--- src/rtl/uart_sensor_report.sv ---
`timescale 1ns/1ps
// Periodic multi-channel ASCII report generator over a byte-level TX handshake,
// with UART command decoding (channel select, threshold trim, report request) and hysteretic alarms.
module uart_sensor_report #(
    parameter int CLK_FRE    = 50,
    parameter int PERIOD_MS  = 1000,
    parameter int PERIOD_CYC = CLK_FRE * 1000 * PERIOD_MS,
    parameter int CH_NUM     = 2,
    parameter int DIG_NUM    = 4,
    parameter int THRES_INIT = 40,
    parameter int THRES_MAX  = 99,
    parameter int HYST       = 2
) (
    input  logic                          clk,
    input  logic                          rst_n,
    input  logic [CH_NUM*DIG_NUM*4-1:0]   sensor_bcd,
    input  logic                          sensor_valid,
    output logic [7:0]                    tx_data,
    output logic                          tx_en,
    input  logic                          tx_busy,
    input  logic [7:0]                    rx_data,
    input  logic                          rx_valid,
    output logic [CH_NUM-1:0]             alarm,
    output logic [CH_NUM*8-1:0]           thres,
    output logic                          frame_done
);

    localparam logic [31:0] P_PER_LAST = 32'(PERIOD_CYC - 1);
    localparam logic [3:0]  P_CHN      = 4'(CH_NUM);
    localparam logic [3:0]  P_DEND     = 4'(DIG_NUM + 2);
    localparam logic [3:0]  P_COMMA    = 4'(DIG_NUM + 3);
    localparam logic [3:0]  P_TENS     = 4'(DIG_NUM + 4);
    localparam logic [3:0]  P_UNITS    = 4'(DIG_NUM + 5);
    localparam logic [3:0]  P_SEMI     = 4'(DIG_NUM + 6);
    localparam logic [7:0]  P_TMAX     = 8'(THRES_MAX);
    localparam logic [7:0]  P_TINIT    = 8'(THRES_INIT);
    localparam logic [8:0]  P_HYST     = 9'(HYST);

    typedef enum logic [1:0] {S_WAIT, S_LOAD, S_SEND} state_t;

    state_t r_state, w_next;

    logic [CH_NUM-1:0][DIG_NUM-1:0][3:0] w_bcd;
    logic [CH_NUM-1:0][DIG_NUM-1:0][3:0] r_snap_bcd;
    logic [CH_NUM-1:0][7:0]              r_thres;
    logic [CH_NUM-1:0][7:0]              r_snap_thr;
    logic [CH_NUM-1:0][7:0]              w_val;
    logic [CH_NUM-1:0]                   r_alarm;

    logic [31:0] r_cnt;
    logic        r_req;
    logic [3:0]  r_sel;
    logic [3:0]  r_ch;
    logic [3:0]  r_pos;
    logic        r_tx_en;
    logic [7:0]  r_tx_data;
    logic        r_frame_done;

    logic                    w_start;
    logic                    w_issue;
    logic                    w_last;
    logic [7:0]              w_byte;
    logic [DIG_NUM-1:0][3:0] w_ch_bcd;
    logic [7:0]              w_thr_cur;
    logic [3:0]              w_dsel;
    logic [3:0]              w_digit;
    logic [7:0]              w_tens;
    logic [7:0]              w_units;

    logic w_rx_sel, w_rx_inc, w_rx_dec, w_rx_req;

    assign w_bcd      = sensor_bcd;
    assign thres      = r_thres;
    assign alarm      = r_alarm;
    assign tx_en      = r_tx_en;
    assign tx_data    = r_tx_data;
    assign frame_done = r_frame_done;

    // Channel digits share the low nibble of their ASCII code.
    assign w_rx_sel = rx_valid && (rx_data >= 8'h30) && (rx_data <= 8'h39) && (rx_data[3:0] < P_CHN);
    assign w_rx_inc = rx_valid && (rx_data == 8'h2B);
    assign w_rx_dec = rx_valid && (rx_data == 8'h2D);
    assign w_rx_req = rx_valid && (rx_data == 8'h52);

    always_ff @(posedge clk) begin
        if (!rst_n) r_state <= S_WAIT;
        else        r_state <= w_next;
    end

    always_comb begin
        w_next = r_state;
        case (r_state)
            S_WAIT:  if (w_start) w_next = S_LOAD;
            S_LOAD:  w_next = S_SEND;
            S_SEND:  if (w_issue && w_last) w_next = S_WAIT;
            default: w_next = S_WAIT;
        endcase
    end

    always_comb begin
        w_start = (r_state == S_WAIT) && ((r_cnt == P_PER_LAST) || r_req);
        w_issue = (r_state == S_SEND) && !tx_busy && !r_tx_en;
    end

    // Frame position is tracked as (channel, offset); r_ch == CH_NUM selects the CR/LF trailer.
    always_comb begin
        w_ch_bcd  = '0;
        w_thr_cur = '0;
        w_digit   = '0;
        for (int unsigned c = 0; c < CH_NUM; c++) begin
            if (r_ch == 4'(c)) begin
                w_ch_bcd  = r_snap_bcd[c];
                w_thr_cur = r_snap_thr[c];
            end
        end
        w_dsel = P_DEND - r_pos;
        for (int unsigned d = 0; d < DIG_NUM; d++) begin
            if (w_dsel == 4'(d)) w_digit = w_ch_bcd[d];
        end
        w_tens  = w_thr_cur / 8'd10;
        w_units = w_thr_cur % 8'd10;
        w_byte  = 8'h00;
        if (r_ch < P_CHN) begin
            if (r_pos == 4'd0)          w_byte = 8'h43;
            else if (r_pos == 4'd1)     w_byte = 8'h30 + {4'h0, r_ch};
            else if (r_pos == 4'd2)     w_byte = 8'h3D;
            else if (r_pos <= P_DEND)   w_byte = 8'h30 + {4'h0, w_digit};
            else if (r_pos == P_COMMA)  w_byte = 8'h2C;
            else if (r_pos == P_TENS)   w_byte = 8'h30 + w_tens;
            else if (r_pos == P_UNITS)  w_byte = 8'h30 + w_units;
            else                        w_byte = 8'h3B;
        end else begin
            w_byte = (r_pos == 4'd0) ? 8'h0D : 8'h0A;
        end
        w_last = (r_ch == P_CHN) && (r_pos == 4'd1);
    end

    always_comb begin
        w_val = '0;
        for (int unsigned c = 0; c < CH_NUM; c++) begin
            w_val[c] = {4'h0, w_bcd[c][DIG_NUM-1]} * 8'd10 + {4'h0, w_bcd[c][DIG_NUM-2]};
        end
    end

    always_ff @(posedge clk) begin
        if (!rst_n) begin
            r_cnt        <= '0;
            r_req        <= 1'b0;
            r_ch         <= '0;
            r_pos        <= '0;
            r_tx_en      <= 1'b0;
            r_tx_data    <= '0;
            r_frame_done <= 1'b0;
            r_snap_bcd   <= '0;
            r_snap_thr   <= '0;
        end else begin
            if (w_start)                r_cnt <= '0;
            else if (r_state == S_WAIT) r_cnt <= r_cnt + 32'd1;

            if (w_rx_req)     r_req <= 1'b1;
            else if (w_start) r_req <= 1'b0;

            if (r_state == S_LOAD) begin
                r_snap_bcd <= w_bcd;
                r_snap_thr <= r_thres;
                r_ch       <= '0;
                r_pos      <= '0;
            end else if (w_issue) begin
                if (r_ch == P_CHN) begin
                    r_pos <= r_pos + 4'd1;
                end else if (r_pos == P_SEMI) begin
                    r_pos <= '0;
                    r_ch  <= r_ch + 4'd1;
                end else begin
                    r_pos <= r_pos + 4'd1;
                end
            end

            r_tx_en      <= w_issue;
            r_frame_done <= w_issue && w_last;
            if (w_issue) r_tx_data <= w_byte;
        end
    end

    // Alarm compares see the pre-edit threshold when a trim command lands on the same edge.
    always_ff @(posedge clk) begin
        if (!rst_n) begin
            r_sel   <= '0;
            r_thres <= {CH_NUM{P_TINIT}};
            r_alarm <= '0;
        end else begin
            if (w_rx_sel) r_sel <= rx_data[3:0];
            for (int unsigned c = 0; c < CH_NUM; c++) begin
                if (r_sel == 4'(c)) begin
                    if (w_rx_inc && (r_thres[c] < P_TMAX))
                        r_thres[c] <= r_thres[c] + 8'd1;
                    else if (w_rx_dec && (r_thres[c] != 8'd0))
                        r_thres[c] <= r_thres[c] - 8'd1;
                end
                if (sensor_valid) begin
                    if (w_val[c] >= r_thres[c])
                        r_alarm[c] <= 1'b1;
                    else if (({1'b0, w_val[c]} + P_HYST) < {1'b0, r_thres[c]})
                        r_alarm[c] <= 1'b0;
                end
            end
        end
    end

endmodule
--- config.mk ---
export PLATFORM = sky130hd
export DESIGN_NAME = uart_sensor_report
export DESIGN_NICKNAME = d
export VERILOG_FILES = /design/src/rtl/uart_sensor_report.sv
export SDC_FILE = /design/constraint.sdc
export NUM_CORES = 1
export LEC_CHECK = 0
export CAP_MARGIN = 20
export CORE_UTILIZATION = 30
export DETAILED_ROUTE_END_ITERATION = 16
export HOLD_SLACK_MARGIN = 0.1
export SETUP_SLACK_MARGIN = 0.02
export SLEW_MARGIN = 20
export SYNTH_ARGS = -nofsm -noshare
export SYNTH_HDL_FRONTEND = slang
export SYNTH_SLANG_ARGS = --single-unit
--- constraint.sdc ---
create_clock -name clk -period 13.15 [get_ports clk]
set_clock_uncertainty 0.05 [all_clocks]
set_input_delay 3.2875 -clock clk [delete_from_list [all_inputs] [get_ports clk]]
set_output_delay 3.2875 -clock clk [all_outputs]
set_load 0.02 [all_outputs]
Word level (Yosys, flattened, before mapping):

Index checks and enable logic that the tools add are counted.

* word-level logic and storage cells: 146
* input port bits: 45
* flip-flop bits (word level): 123
* output and inout bits: 28

* mux-type cells: 32
* magnitude comparators: 11
* equal/unequal tests: 20
* div/mod/pow operators: 2
* reduce and logical (&&, ||, !) cells: 38
* bitwise operators: 2
* multiply operators: 2
* $add $sub $neg: 16

Operators with widths (count)
* $mux 8: 14
* $add 32x1->32 const B: 1
* $eq 32x26->1 const B: 1
* $mux 16: 2
* $mux 4: 6
* $add 8x2->9 const B: 2
* $lt 9x8->1: 2
* $add 6x8->8 const A: 2
* $add 8x1->8 const B: 2
* $add 8x4->8: 2
* $eq 4x1->1 const B: 4
* $eq 4x2->1 const B: 4
* $eq 8x6->1 const B: 2
* $ge 8x8->1: 2
* $logic_not 4->1: 4
* $lt 8x7->1 const B: 2
* $reduce_bool 8->1: 2
* $sub 8x1->8 const B: 2
* $logic_and 1x1->1: 15
* $add 6x4->7 const A: 2
* $mul 4x3->7 const B: 2
* $eq 4x4->1 const B: 3
* $reduce_and 2->1: 5
* $reduce_bool 2->1: 5
* 24 further kinds: 35

Logic depth before layout (Yosys ltp):

Gate-level depths: netlist of the first run.

* word-level depth: 13
* depth in mapped cells: 28
* gate-level depth less buffers: 27

Least setup slack after synthesis of the first run:

No wires, ideal clock.

* path kind: input -> register
* from: in sensor_bcd[13]
* to: reg r_alarm[0], in the netlist alarm[0]
* buffers on the path: 0
* setup time: 0.132 ns
* cell stages on the path: 13
* arrival: 5.506 ns
* data required time: 12.968 ns
* slack: 7.461 ns
* path through: ha_1 > ha_1 > fa_1 > xor2_1 > nor2_1 > nand2_1 > xnor2_1 > ha_1 > nor2b_1 > o21ai_0 > nand4b_1 > nand2_1 > a21oi_1

* cells in the longest elaborated chain, start to end: 6
* elaborated cells between the ends (all ways): 8
* those cells by class: add/sub (2); mul (1); order compare (2); mux (1); reduce/logical (2)

Ends and longest elaborated chain
* from (decl): RTL line 16 `input logic [CH_NUM*DIG_NUM*4-1:0] sensor_bcd,`
* $mul 4x3->7 (*): RTL line 141 `w_val[c] = {4'h0, w_bcd[c][DIG_NUM-1]} * 8'd10 + {4'h0, w_bcd[c][DIG_NUM-2]};`
* $add 8x4->8 (*): RTL line 141
* $add 8x2->9: RTL line 203 `else if (({1'b0, w_val[c]} + P_HYST) < {1'b0, r_thres[c]})`
* $lt 9x8->1: RTL line 203
* $reduce_bool 2->1 (no line)
* $reduce_and 2->1 (no line)
* to (signal assigned): RTL line 190 `r_alarm <= '0;`
* to (signal, indexed assignment): RTL line 202 `r_alarm[c] <= 1'b1;`
* to (signal, indexed assignment): RTL line 204 `r_alarm[c] <= 1'b0;`
* to (decl): RTL line 48 `logic [CH_NUM-1:0] r_alarm;`

Mark *: on every way between the ends. The rest lies on a longest branch, timed or not.
A chain may end at the register's enable or synchronous reset.

Final worst setup path of the first run:

* from: in sensor_bcd[15]
* to: reg r_alarm[0], in the netlist alarm[0]

Same word-level chain as after synthesis.

==> out/metrics.yaml, run 1 <==
grt:
  track_usage_pct: 15.4
  grtUsageMet2_pct: 23.8
  antenna_found_initial: 0
  grt_max_degree: 66
  met3_usage_pct: 3.02
  busiest_layer: "met2"
  grt_util_met1_pct: 21.9
  grt_pass1_vias: 7012
  grt.overflow.total: 0
  grt_pass1_wl_mm: 35.4
timing:
  rsz0062_at_grt: "no"
  setup_violations: 0
  final_hold_viol_count: 0
  timing.fmax_mhz: 165
  slew_violations: 0
  period_share_pct: 46.1
  worst_slew_pin_slew_ps: 1090
  min_period_ps: 6060
  relSlewSlack_pct: 26.8
  tns_ps: 0
worst_setup_path:
  path_buf_inv: 1
  worstSetupEndpointType: "flop"
  crit_path_frequent_cell: "ha_1"
  cp_max_fo: 5
  ff2ff_setup_slack_ps: 7160
  r2r-end: "tx_data[6]$_SDFFE_PN0P_"
  timing.rr.start: "r_ch[1]$_SDFFE_PP0P_"
  cpPeakStageDelay_ps: 610
  critical-path-top-delay-family: "adder cells"
  critical_path_arrival_ps: 6290
  ff2ff_path_depth: 27
  required_ps: 13370
  worstPathCellList: "clkdlybuf4s50_1, ha_1, ha_1, fa_1, nand2_1, nor2_1, xnor2_1, nand4_1, xnor2_1, ha_1, o21ai_0, nand4b_1, nand2_1, a21oi_1"
  path_class: "in -> reg"
  critPathLaunchType: "primary input"
  slowest_stage: "clkdlybuf4s50_1"
clocking:
  cts_max_level: 4
  hold_buffers: 0
  cts_setup_buffers: 0
  ctsResizeCount: 0
  clock-sinks: 123
  cts_tree: "done"
  cts_made_buffers: 17
  insertion_delay_ps: 430
  clock_path_buffers: 2
  root_buffer: "clkbuf_16"
  path_clk_slew_ps: 60
power:
  p_sw_uw: 255
  ir_worst_vdd_uv: 67.7
  p_int_uw: 713
  power.leakage_nw: 3.82
  p_comb_share_pct: 11.9
  clkPwrFrac_pct: 49.2
  switching_share_pct: 26.3
  cellPowerDensity_mw_per_mm2: 96.8
  power_uw: 968
  pwr-share-seq_pct: 38.9
detailed_routing:
  wire_per_inst_microns: 14.2
  vias: 7461
  routed_wl_mm: 21.3
  drtIter0Drc: 515
  drt-pass1-iter-count: 6
  viasPerCell: 4.97
  route.detailed.drc: 0
  antenna_left: 0
yosys:
  synth.yosys.seq_area_share_pct: 29.5
  yosysUniqueCellTypes: 82
  postSynthAreaPerCell_sq_um: 7.87
  syn-num-nets: 1189
  synthFlopType: "dfxtp_1"
  synth_warnings: 0
  synth-seq-cells: 123
  syn_area_sq_mm: 0.00836
  synth_edf_count: 0
  synth-async-reset-ratio_pct: 0
  syn_inst: 1063
cells_and_area:
  synthToLayoutAreaGrowth_pct: 19.6
  diodes: 0
  final_core_util_pct: 36.8
  drive_gt1_share_pct: 5.76
  fin_nets: 1242
die:
  ios: 73
  core_area_sq_mm: 0.0272
  die_area_sq_mm: 0.0285
  start_util_pct: 30.8
  placementRows: 60
  die-height_microns: 169
  die_x_microns: 169
hold_path:
  holdPathEnd: "r_snap_bcd[15]$_SDFFE_PN0P_"
  whs_path_depth: 2
  hold_path_class: "reg -> reg"
  hp-start: "r_snap_bcd[15]$_SDFFE_PN0P_"
run_status:
  status: "completed"
placed_design:
  dp_hpwl_mm: 15.8
  place_congestion: 0.863
  io_buffers: 72
run:
  cap_violations: 0
## worst max path at each step
stage / cells past startpoint / end / slack, ps / startpoint
3_5_place_dp: 15 / alarm[1]$_SDFFE_PN0P_ / 6670 / sensor_bcd[30]
5_1_grt: 27 / tx_data[6]$_SDFFE_PN0P_ / 6560 / r_ch[1]$_SDFFE_PP0P_
6_report: 14 / alarm[0]$_SDFFE_PN0P_ / 7090 / sensor_bcd[15]
2_1_floorplan: 13 / alarm[0]$_SDFFE_PN0P_ / 7460 / sensor_bcd[13]
4_1_cts: 15 / alarm[1]$_SDFFE_PN0P_ / 7100 / sensor_bcd[30]
3_3_place_gp: 15 / alarm[1]$_SDFFE_PN0P_ / 6710 / sensor_bcd[30]
## sequential cells by signal (all words and copies together) (netlist names)
register / flops
alarm: 2
frame_done: 1
r_ch: 4
r_cnt: 32
r_pos: 4
r_req: 1
r_sel: 4
r_snap_bcd: 32
r_snap_thr: 16
r_state: 2
thres: 16
tx_data: 8
tx_en: 1
## through the flow
step	instance area, sq um	instances	hold slack (ps)	setup slack (ps)
3_3_place_gp	9410	1469	390	6710
6_report	10000	1501	404	7090
2_1_floorplan	8360	1063	382	7460
5_1_grt	10000	1501	421	6560
4_1_cts	10000	1501	402	7100
3_5_place_dp	9410	1469	394	6670
## logic make-up after synthesis
group	Yosys count	share of synthesized area [%]
simple gates	439	24.7
compound gates	247	19.0
flops	123	29.5
buf+inv	87	4.19
fa+ha+maj	81	12.7
xor+xnor	68	7.44
mux	18	2.57
## layout make-up
class / count / area [sq um]
Multi-Input combinational cell: 853 / 5560
Inverter: 43 / 161
Tap cell: 372 / 465
Fill cell: 2894 / 17200
Sequential cell: 123 / 2460
Clock buffer: 18 / 429
Clock inverter: 14 / 160
Timing Repair Buffer: 78 / 766
## cell usage after synthesis (17+ instances only)
cell | instances | area [sq um]
nor2_1 | 102 | 383
nand2_1 | 178 | 668
nand3_1 | 29 | 145
ha_1 | 75 | 938
nor2b_1 | 20 | 125
inv_1 | 40 | 150
o21ai_0 | 34 | 170
clkbuf_1 | 32 | 120
nand4_1 | 18 | 113
dfxtp_1 | 123 | 2460
xor2_1 | 39 | 342
nand2b_1 | 17 | 106
a21oi_1 | 107 | 536
xnor2_1 | 27 | 236
## metal layers
metal | up-vias | share of wire (%)
li1 | 3824 | -
met3 | 15 | 4.5
met4 | 0 | 0.69
met5 | - | 0
met1 | 3475 | 51
met2 | 147 | 44
## tightest hold or removal path, delay by kind of cell, from the launching register on
family	cells	cell delay (ps)
AOI/OAI and AO/OA	1	50
DFF	1	310
and+or+nand+nor	1	50
## power groups by stage
stage                     logic (mW)  clock network (mW)  registers (mW)
after floorplan               0.0772                   0           0.386
after global placement         0.113                   0           0.385
after detailed placement       0.115                   0           0.385
after CTS                      0.116               0.487           0.376
after global routing           0.132               0.505           0.377
final                          0.115               0.477           0.376
## placed cells by master (no fill, tap or decap), types with 19 or more instances in the layout
cell type,count
a21oi_1,107
xor2_1,39
nand3_1,29
nand2_1,178
dfxtp_1,123
ha_1,75
nor2b_1,19
nor2_1,102
inv_1,40
clkdlybuf4s50_1,72
o21ai_0,34
xnor2_1,27
No activity file was read; power rests on OpenSTA's default activity.
==> run 2: changes to the inputs <==
- clock period: 13.15 -> 5.4 ns (I/O delays scaled with it)
==> run 2 against run 1 <==
  * Count of clock-buffer cells in the layout did not move
  * Global-route usage increased by 0.24 points
  * Die area is the same
  * Critical path type is now reg -> reg
==> out/metrics.yaml, run 2 (same netlist as run 1, synthesis figures left out) <==
cells_and_area:
  diodes: 0
  final_common_cell: "nand2_1"
  drive_gt1_share_pct: 7.50
  layout_common_cells: "nand2_1, dfxtp_1, a21oi_1, nor2_1, ha_1"
  stdcell_count: 1518
  top_regs: "r_cnt x32, r_snap_bcd x32"
  fin_nets: 1259
  synthToLayoutAreaGrowth_pct: 21.7
  fill_cells: 2883
worst_setup_path:
  slowest_stage: "dfxtp_2"
  cpPeakStageDelay_ps: 400
  critical_path_arrival_ps: 5370
  required_ps: 5710
  cp_max_fo: 8
  path_buf_inv: 6
  crit_path_frequent_cell: "ha_1"
  path_class: "reg -> reg"
  critPathLaunchType: "flop"
  worstSetupEndpointType: "flop"
  critical-path-top-delay-family: "compound AO/OA/AOI/OAI gates"
timing:
  setup_violations: 0
  min_period_ps: 5060
  relSlewSlack_pct: 31.1
  worst_slew_pin_slew_ps: 1030
  final_hold_viol_count: 0
  tns_ps: 0
  period_share_pct: 93.7
  slew_violations: 0
  timing.fmax_mhz: 198
detailed_routing:
  routed_wl_mm: 21.6
  vias: 7509
  drtIter0Drc: 451
  wire_per_inst_microns: 14.2
  route.detailed.drc: 0
  wl_met3_microns: 863
  wirelength_met1_mm: 11.0
  drt-pass1-iter-count: 5
  wl_met2_mm: 9.52
  maxUsedRoutingLayer: "met4"
  viasPerCell: 4.95
  antenna_left: 0
grt:
  antenna_found_initial: 0
  grt_max_degree: 50
  grt_pass1_vias: 7148
  grt.overflow.total: 0
  track_usage_pct: 15.6
  grt_pass1_wl_mm: 35.9
die:
  die-height_microns: 169
  ios: 73
  die_area_sq_mm: 0.0285
  placementRows: 60
  core_area_sq_mm: 0.0272
  die_x_microns: 169
  start_util_pct: 30.8
hold_path:
  hold_path_class: "reg -> reg"
clocking:
  root_buffer: "clkbuf_16"
  cts_max_level: 4
  hold_buffers: 0
  clock_path_buffers: 2
  path_clk_slew_ps: 60
  insertion_delay_ps: 420
  cts_tree: "done"
  cts_made_buffers: 17
  clock-sinks: 123
power:
  power.leakage_nw: 3.91
  ir_worst_vdd_uv: 128
  cellPowerDensity_mw_per_mm2: 228
placed_design:
  place_congestion: 0.889
  placed_cells: 1479
  io_buffers: 72
  dp_hpwl_mm: 16.1
run:
  cap_violations: 0
run_status:
  status: "completed"
## run 2: changes by cell type in the layout (fill, tap and decap cells not counted), sizes merged
cell / before / now
buf: 6 / 23
bufinv: 2 / 1
inv: 48 / 49
## run 2: worst paths after layout
check | startpoint | endpoint | slack (ps) | cells past startpoint
worst max-delay path | r_ch[1]$_SDFFE_PP0P_ | tx_data[6]$_SDFFE_PN0P_ | 340 | 27
worst min-delay path | r_snap_bcd[0]$_SDFFE_PN0P_ | r_snap_bcd[0]$_SDFFE_PN0P_ | 400 | 2
worst max register to register | r_ch[1]$_SDFFE_PP0P_ | tx_data[6]$_SDFFE_PN0P_ | 340 | 27
worst min register to register | r_snap_bcd[0]$_SDFFE_PN0P_ | r_snap_bcd[0]$_SDFFE_PN0P_ | 400 | 2
## run 2: cell type report
type                       count  area, sq um  area share (%)
timing repair buffer          95          906            8.90
clock inverter                14          135            1.33
sequential                   123         2460            24.2
multi-input combinational    853         5610            55.1
inverter                      43          161            1.59
clock buffer                  18          439            4.32
tap                          372          465            4.57
## run 2: power by group
group	internal (mW)	switching, mW	total, mW
combinational	0.136	0.145	0.281
clock	0.656	0.466	1.12
sequential	0.912	0.00391	0.916
## run 2: tightest hold or removal path, cell delays in order, from the launching register on
cell	delay, ps
dfxtp_1	310
nand2_1	50
a21oi_1	50
## run 2: per-stage QoR
stage               setup WS (ps)  instance area, sq um  utilization (%)  hold WS (ps)  total power, mW
floorplan                     385                  8360                -           382             1.13
global placement              374                  9490             34.9           393             1.21
detailed placement            195                  9490             34.9           396             1.22
CTS                           173                 10100             37.0           404             2.35
global route                -43.7                 10200             37.4           419             2.43
finish                        339                 10200             37.4           402             2.32
## run 2: layer usage
layer  GRT usage, %  vias to the layer above
met1           22.0                     3494
met4           4.58                        0
met5              0                        -
met3           2.85                       19
met2           24.1                      141
li1               -                     3855
## run 2: repair_timing
action                                  4_1_cts  5_1_grt
buffers inserted                              0        6
endpoints found under the setup margin        0        3
gates resized for setup                       0        8
==> run 3: changes to the inputs <==
- REMOVE_ABC_BUFFERS: default -> 1
==> run 3 against run 2 <==
  * Register-to-register slack lost 20 ps
  * Utilization grew 0.13 points
  * Global-route usage shrank 0.18 points
  * Hold slack gained 3.5 ps
  * Cell area grew 0.36%
  * Non-clock buffer count grew 1
  * Sequential cell count is the same
  * Clock power is essentially flat
  * Via count is essentially flat
  * Die area is the same
  * Sequential power is essentially flat
  * Sequential share of layout area is essentially flat
==> out/metrics.yaml, run 3 (same netlist as run 1, synthesis figures left out) <==
timing:
  slew_violations: 0
  tns_ps: 0
  setup_violations: 0
  rsz0062_at_grt: "no"
  timing.fmax_mhz: 197
  min_period_ps: 5080
  layout_setup_ws_ps: 323
  worst_slew_pin_slew_ps: 1010
  whs_ps: 406
  relSlewSlack_pct: 32.5
  period_share_pct: 94.0
  final_hold_viol_count: 0
clocking:
  clock_path_buffers: 2
  insertion_delay_ps: 430
  cts_max_level: 4
  clock-sinks: 123
  path_clk_slew_ps: 60
  root_buffer: "clkbuf_16"
  hold_buffers: 0
  cts_tree: "done"
  cts_made_buffers: 17
worst_setup_path:
  cp_max_fo: 8
  critical_path_arrival_ps: 5390
  path_class: "reg -> reg"
  critPathLaunchType: "flop"
  worstSetupEndpointType: "flop"
  required_ps: 5710
cells_and_area:
  fill_cells: 2855
  seqCellArea_sq_mm: 0.00247
  final_common_cell: "nand2_1"
  synthToLayoutAreaGrowth_pct: 22.2
  multi_input_area_sq_mm: 0.00562
  fin_nets: 1260
  layout_common_cells: "nand2_1, dfxtp_1, a21oi_1, nor2_1, ha_1"
  final_core_util_pct: 37.6
  top_regs: "r_cnt x32, r_snap_bcd x32"
  drive_gt1_share_pct: 8.11
power:
  ir_worst_vdd_uv: 235
  p_sw_uw: 621
  power.leakage_nw: 3.92
  p_int_mw: 1.70
  p_comb_share_pct: 12.2
  power_mw: 2.32
  clkPwrFrac_pct: 48.4
  switching_share_pct: 26.7
  pwr-share-seq_pct: 39.4
  cellPowerDensity_mw_per_mm2: 228
die:
  placementRows: 60
  start_util_pct: 30.8
  ios: 73
  die_x_microns: 169
  core_area_sq_mm: 0.0272
  die-height_microns: 169
  die_area_sq_mm: 0.0285
grt:
  grt_max_degree: 67
  grt_pass1_wl_mm: 35.9
  grt_pass1_vias: 7244
  grt.overflow.total: 0
  antenna_found_initial: 0
  track_usage_pct: 15.4
detailed_routing:
  vias: 7510
  maxUsedRoutingLayer: "met4"
  wl_met3_microns: 801
  wirelength_met1_mm: 10.8
  route.detailed.drc: 0
  viasPerCell: 4.94
  antenna_left: 0
  drt-pass1-iter-count: 5
  wire_per_inst_microns: 14.2
  wl_met2_mm: 9.72
  routed_wl_mm: 21.5
  drtIter0Drc: 426
run:
  cap_violations: 0
hold_path:
  hold_path_class: "reg -> reg"
placed_design:
  io_buffers: 72
  place_ws_ps: 69.6
  dp_hpwl_mm: 15.8
  place_congestion: 0.841
run_status:
  status: "completed"
run 3: path summary, 6_finish.rpt:
kind | start | endpoint | slack (ps) | cells past startpoint
setup / recovery | r_ch[1]$_SDFFE_PP0P_ | tx_data[6]$_SDFFE_PN0P_ | 320 | 26
hold / removal | r_snap_bcd[17]$_SDFFE_PN0P_ | r_snap_bcd[17]$_SDFFE_PN0P_ | 410 | 2
hold reg to reg | r_snap_bcd[17]$_SDFFE_PN0P_ | r_snap_bcd[17]$_SDFFE_PN0P_ | 410 | 2
setup reg to reg | r_ch[1]$_SDFFE_PP0P_ | tx_data[6]$_SDFFE_PN0P_ | 320 | 26
run 3: timing repair:
item,4_1_cts,5_1_grt
pin swaps,1,6
gates resized for setup,1,14
setup buffers,1,8
endpoints found under the setup margin,1,3
run 3: final cells by class:
cell class,count,share of cell area (%)
Antenna cell,1,0.0245
Clock buffer,18,4.30
Clock inverter,14,1.34
Inverter,43,1.58
Multi-Input combinational cell,853,55.0
Sequential cell,123,24.2
Tap cell,372,4.56
Timing Repair Buffer,96,9.03
run 3: through the flow:
step	instances	cell area, sq um
after floorplan	1019	8170
after global placement	1477	9470
after detailed placement	1477	9470
after CTS	1510	10100
after global routing	1519	10200
final	1520	10200
run 3: power groups by stage:
stage | clock [mW] | sequential (mW) | combinational (mW)
2_1_floorplan | 0 | 0.939 | 0.184
3_3_place_gp | 0 | 0.937 | 0.277
3_5_place_dp | 0 | 0.937 | 0.281
4_1_cts | 1.14 | 0.916 | 0.286
5_1_grt | 1.19 | 0.916 | 0.323
6_report | 1.12 | 0.916 | 0.284
run 3: per-layer routing:
layer  vias up  track usage (%)
li1       3868                -
met3        22             2.71
met4         0             3.87
met1      3466             21.2
met5         -                0
met2       154             24.8
run 3: critical path, stage by stage (launching register included):
cell and delay, ps:
dfxtp_4 380, inv_1 70, ha_2 200, nand3b_1 250, a21o_4 280, clkinv_1 80, ha_1 180, inv_1 80
a211oi_4 250, o32ai_2 140, a21o_1 250, a21oi_2 140, a2bb2oi_2 180, ha_1 190, o21ai_0 80, nor2_1 210
nor4_2 70, a41o_1 280, o21ai_4 320, nand3_4 160, xor2_1 200, o211a_1 250, nor2_1 120, ha_1 180
inv_1 40, a2111o_1 290, nand3_1 70
